===== config.mk =====
export PLATFORM = sky130hd
export DESIGN_NAME = mac_sequencer
export DESIGN_NICKNAME = d
export VERILOG_FILES = /design/src/rtl/mac_sequencer.sv
export SDC_FILE = /design/constraint.sdc
export NUM_CORES = 1
export LEC_CHECK = 0
export ABC_AREA = 1
export CORE_MARGIN = 4
export CORE_UTILIZATION = 45
export CTS_CLUSTER_SIZE = 24
export DETAILED_ROUTE_END_ITERATION = 12
export PLACE_DENSITY = 0.68
export RECOVER_POWER = 100
export SLEW_MARGIN = 20
export SYNTH_ARGS = -nofsm -noshare
export SYNTH_HDL_FRONTEND = slang
export SYNTH_SLANG_ARGS = --single-unit

===== constraint.sdc =====
create_clock -name clk -period 1.9 [get_ports clk]
set_clock_uncertainty 0.1 [all_clocks]
set_input_delay 0.38 -clock clk [delete_from_list [all_inputs] [get_ports clk]]
set_output_delay 0.38 -clock clk [all_outputs]
set_load 0.005 [all_outputs]

===== src/rtl/mac_sequencer.sv =====
// Control FSM for a multiply-accumulate datapath. It runs one dot product per command and presents the result.
// Latency: m_valid rises 2 cycles after the last beat is accepted. With taps=N and no bubbles, start to m_valid is N+2 cycles.
// Backpressure: s_ready is high only in RUN. In OUT the state holds until m_ready, with all enables low.
//
// Ports:
//   clk, reset (async, active-low)
//   start/cfg_taps : command strobe and beat count, sampled in IDLE only
//   abort          : synchronous return to IDLE from any state
//   s_valid/s_ready: upstream (i, k) pair handshake
//   r_enable       : datapath captures i*k into the product register
//   a_enable       : datapath accumulates the product into the output register
//   b_enable       : addend select for the accumulate (1 = bias, 0 = feedback)
//   m_valid/m_ready: result handshake; busy = not IDLE; done = one-cycle pulse after the result handshake
//   cont           : only when MAC_SEQ_CONT_EN is defined. It restarts RUN on the result handshake with the same taps.
module mac_sequencer #(
    parameter int TAP_W = 8
) (
    input  logic             clk,
    input  logic             reset,
    input  logic             start,
    input  logic             abort,
    input  logic [TAP_W-1:0] cfg_taps,
    input  logic             s_valid,
    output logic             s_ready,
    output logic             r_enable,
    output logic             a_enable,
    output logic             b_enable,
    output logic             m_valid,
    input  logic             m_ready,
`ifdef MAC_SEQ_CONT_EN
    input  logic             cont,
`endif
    output logic             busy,
    output logic             done
);

    typedef enum logic [1:0] {
        IDLE  = 2'd0,
        RUN   = 2'd1,
        DRAIN = 2'd2,
        OUT   = 2'd3
    } state_t;

    localparam logic [TAP_W-1:0] ONE = TAP_W'(1);

    state_t           state_q, state_d;
    logic [TAP_W-1:0] taps_q, taps_d;
    logic [TAP_W-1:0] cnt_q, cnt_d;
    logic             pend_q, pend_d;    // a beat was accepted last cycle; accumulate it now
    logic             first_q, first_d;  // that pending beat was beat 0, so the addend is bias
    logic             done_q, done_d;
    logic             restart;

`ifdef MAC_SEQ_CONT_EN
    assign restart = cont;
`else
    assign restart = 1'b0;
`endif

    always_ff @(posedge clk or negedge reset) begin
        if (!reset) begin
            state_q <= IDLE;
            taps_q  <= '0;
            cnt_q   <= '0;
            pend_q  <= 1'b0;
            first_q <= 1'b0;
            done_q  <= 1'b0;
        end else begin
            state_q <= state_d;
            taps_q  <= taps_d;
            cnt_q   <= cnt_d;
            pend_q  <= pend_d;
            first_q <= first_d;
            done_q  <= done_d;
        end
    end

    always_comb begin
        state_d = state_q;
        taps_d  = taps_q;
        cnt_d   = cnt_q;
        pend_d  = 1'b0;
        first_d = 1'b0;
        done_d  = 1'b0;
        s_ready = 1'b0;
        m_valid = 1'b0;

        case (state_q)
            IDLE: begin
                if (start && (cfg_taps != '0)) begin
                    taps_d  = cfg_taps;
                    cnt_d   = '0;
                    state_d = RUN;
                end
            end
            RUN: begin
                s_ready = 1'b1;
                if (s_valid) begin
                    pend_d  = 1'b1;
                    first_d = (cnt_q == '0);
                    cnt_d   = cnt_q + ONE;
                    if (cnt_q == taps_q - ONE) begin
                        state_d = DRAIN;
                    end
                end
            end
            DRAIN: begin
                // The final beat's accumulate happens here via pend_q.
                state_d = OUT;
            end
            OUT: begin
                m_valid = 1'b1;
                if (m_ready) begin
                    done_d  = 1'b1;
                    cnt_d   = '0;
                    state_d = restart ? RUN : IDLE;
                end
            end
            default: state_d = IDLE;
        endcase

        // Abort wins over everything except reset. The pending accumulate and any done pulse are dropped.
        if (abort) begin
            state_d = IDLE;
            pend_d  = 1'b0;
            first_d = 1'b0;
            done_d  = 1'b0;
        end
    end

    // The capture and the previous beat's accumulate overlap on purpose. The datapath reads the old product while the new one is written.
    assign r_enable = s_ready && s_valid;
    assign a_enable = pend_q;
    assign b_enable = pend_q && first_q;
    assign busy     = (state_q != IDLE);
    assign done     = done_q;

endmodule


==> results of run 1 <==
logic make-up after synthesis:
kind of cell	Yosys count
AO/OA/AOI/OAI	20
XOR/XNOR	8
adder cells (fa/ha/maj)	7
buffers and inverters	31
flip-flops	21
multiplexers	1
AND/OR/NAND/NOR	102
sequential cells by signal (all words and copies together) (netlist names):
signal    flops
first_q       1
a_enable      1
cnt_q         8
done          1
state_q       2
taps_q        8
worst register-to-register path, delay by kind of cell, from the launching register on:
family                     cells  cell delay [ns]
and+or+nand+nor               12             0.93
DFF                            1             0.39
adders and majority gates      1             0.26
buffers and inverters          2             0.10
worst min path at each step:
stage / slack, ns / end / cells past startpoint / from
floorplan: -0.02 / a_enable / 0 / reset
global placement: 0.44 / state_q[0] / 2 / state_q[0]
detailed placement: 0.45 / taps_q[1] / 2 / taps_q[1]
CTS: 0.31 / cnt_q[4] / 2 / reset
global route: 0.50 / done / 3 / m_ready
finish: 0.49 / taps_q[6] / 2 / taps_q[6]
metal layers:
| metal | up-vias | global-route usage [%] |
|---|---|---|
| met4 | 0 | 5.660 |
| li1 | 693 | - |
| met1 | 639 | 20.89 |
| met3 | 11 | 2.842 |
| met2 | 34 | 27.38 |
| met5 | - | 0 |
synth_stat cells (all sizes together):
library cell / instances / share of area [%]
nand2: 55 / 15
inv: 28 / 7.6
dfrtp: 21 / 38
nor2: 18 / 5.4
o21ai: 18 / 6.5
nand3: 16 / 5.8
ha: 7 / 6.4
nand4: 7 / 3.2
xor2: 5 / 3.2
nor4: 4 / 1.8
buf: 3 / 1.1
xnor2: 2 / 1.3
a21oi: 1 / 0.36
mux2: 1 / 0.82
nor3: 1 / 0.73
o22ai: 1 / 0.45
or2: 1 / 0.45
xnor3: 1 / 1.6
timing repair:
action / in CTS / in global routing
endpoints found under the setup margin: 5 / 13
pin swaps: 0 / 12
resized for setup: 11 / 13
buffers inserted: 3 / 8
endpoints found under the hold margin: 0 / 0
stage by stage:
step	setup TNS, ns	hold WS [ns]	cells	setup slack [ns]	area [um2]
finish	0	0.4939	261	0.03612	1832
global route	-0.3866	0.5047	261	-0.1462	1832
CTS	0	0.3086	253	0.001736	1758
detailed placement	-1.565	0.4496	246	-0.2033	1675
global placement	-0.9932	0.4395	246	-0.1188	1675
floorplan	0	-0.01559	190	0.2078	1379
power groups by stage:
stage | Clock (mW) | Combinational (mW) | Sequential, mW
after floorplan | 0 | 0.791 | 0.670
after global placement | 0 | 1.10 | 0.685
after detailed placement | 0 | 1.14 | 0.690
after CTS | 0.233 | 1.24 | 0.675
after global routing | 0.255 | 1.58 | 0.698
final | 0.229 | 1.42 | 0.677
final cells by class:
cell class                      count  area (um2)
Inverter                           28       106.4
Multi-Input combinational cell    138       788.3
Clock buffer                        3       22.52
Sequential cell                    21       525.5
Clock inverter                      1       5.005
Fill cell                         252        1021
Tap cell                           31       38.79
Timing Repair Buffer               39       345.3
==> flow_summary_export.csv, run 1 <==
group,metric,value,unit
flow_run,max_cap_viol_count,0,
worst_setup_path,cp.depth,15,
worst_setup_path,critical-path-max-stage-delay,0.39,ns
routing,dr.pass1.iters,4,
routing,initialDrtViolationCount,128,
sta,maxSlewHeadroom,23.49,%
pwr,intPower,1.302,mW
die,start_util,48.33,%
cells_and_area,layout-drive-gt1-share,19.13,%
placed_design,gp_congestion,0.8544,
yosys,yosysWarnings,0,
yosys,synth_compound_gate_area_share,7.350,%
routing,ant_nets,0,
yosys,number_of_cells_produced_by_synthesis,190,
worst_setup_path,critPathSlowestCell,"sky130_fd_sc_hd__dfrtp_1",
sta,fmaxAchievable,0.5365,GHz
routing,routedLengthMet1,1493,um
cts,htreeDepth,1,
grt,antenna_found_initial,0,
routing,highest_metal_used,"met4",
cts,cts_tree,"built",
routing,drt-vias-per-instance,5.276,
routing,routed_wirelength,3288,um
worst_setup_path,crit_path_start,"taps_q[1]",
routing,route.vias.total,1377,
pwr,cellLeakagePower,0.8975,nW
sta,final.period_utilization,98.10,%
sta,hold_viol,0,
worst_setup_path,critical_path.most_common_cell,"sky130_fd_sc_hd__nand2_1",
yosys,number_of_nets_produced_by_synthesis,211,
routing,wl_met3,118,um
yosys,post_synth_fa_ha_maj_area_fraction,6.352,%
grt,grt_remaining_overflow,0,
die,die_height,63.36,um
sta,setup_viol_count_final,0,
yosys,ys_seq_elements,21,
grt,grt_start_max_net_pins,22,
grt,first_global_vias,1231,
die,die_footprint,4014,um2
cells_and_area,final_common_cell,"sky130_fd_sc_hd__nand2_1",
cells_and_area,final_core_util,64.21,%
worst_hold_path,min_path_type,"register to register",
status,outcome,"finished clean",
cts,cts_inserted_buffers,3,
worst_setup_path,crit-reg2reg-launch,"taps_q[1]",
yosys,syn_area,1379,um2
yosys,synth_xor_xnor_area_share,6.080,%
sta,unrepaired_setup_endpoints_after_global_routing,"yes",
sta,period_needed,1.864,ns
pwr,p_per_area,1270,nW/um2
cells_and_area,synthToLayoutAreaGrowth,32.85,%
routing,remaining_drcs,0,
pwr,report.power.total,2.326,mW
grt,grt_pass1_wl,5271,um
worst_setup_path,cpLargestDelayFamily,"simple AND/OR/NAND/NOR gates",
cells_and_area,diodes,0,
worst_setup_path,cp-endpoint,"state_q[1]",
routing,post_drt_wl_per_cell,12.60,um
pwr,switching_share,44.05,%
cts,max-clock-path-buffers,2,
worst_setup_path,reg2reg_depth,15,
die,core.rowCount,19,
cells_and_area,commonest_non_fill_non_tap_cells_in_the_layout,"51 x sky130_fd_sc_hd__nand2_1, 21 x sky130_fd_sc_hd__dfrtp_1, 19 x sky130_fd_sc_hd__inv_1",
worst_setup_path,reg2reg_setup_slack,0.04,ns
die,boundaryPins,21,
cts,clock-root-buffer,"sky130_fd_sc_hd__clkbuf_4",
cts,clock_sink_count,21,
worst_setup_path,crit_path_cell_trace,"inv_2 -> ha_4 -> inv_2 -> nand2_2 -> nand2_1 -> nor2_1 -> nand3_1 -> nor2_1 -> nand2_1 -> nor2_1 -> nand2_1 -> nand2_2 -> nand2_2 -> nand3_2 -> nand2_1",
yosys,synth_mux_area_share,0.8167,%
yosys,synthSimpleGateAreaFrac,32.58,%
die,dieWidth,63.36,um
placed_design,place.port_buffers,20,
cts,clk_transition_reported_paths,0.13,ns
worst_setup_path,worst-path-buf-inv,2,
yosys,synth_top_family_by_area,"simple AND/OR/NAND/NOR gates",
sta,worst-slew-pin-transition,1.148,ns
pwr,power_frac_comb,61.1,%
pwr,ir_drop,0.0006986,V
cells_and_area,finalNetCount,252,
cts,cts_hold_buffers,0,
placed_design,dp_hpwl,2477,um
worst_setup_path,startpoint_type,"register",
sta,finalMaxSlewViolations,0,
worst_setup_path,timing.critical_path.required,2.02,ns
worst_setup_path,worst-endpoint-arrival,1.99,ns
yosys,avgSynthCellArea,7.257,um2
pwr,pwr-share-seq,29.1,%
worst_setup_path,critical_path_end_type,"register",
yosys,synth_cell_types,22,
yosys,ys_seq_area_share,38.11,%
grt,gr-usage-all-layers,16.27,%
routing,dr_wl_met2,1598,um
pwr,share_clk_of_total_power,9.8,%
cts,insertion_delay,0.31,ns
worst_setup_path,worstPathMaxFanout,3,
pwr,switchingPower,1.025,mW
die,area_of_the_placeable_core,2853,um2
worst_setup_path,worst-setup-path-type,"register to register",
worst_setup_path,r2r_end,"state_q[1]",
No activity file was read; power rests on OpenSTA's default activity.
==> inputs of run 2 (changes only) <==
- SLEW_MARGIN: 20 -> 15
==> results of run 2 <==
Same layout as run 1: the final DEF is identical, and so are final timing and power.
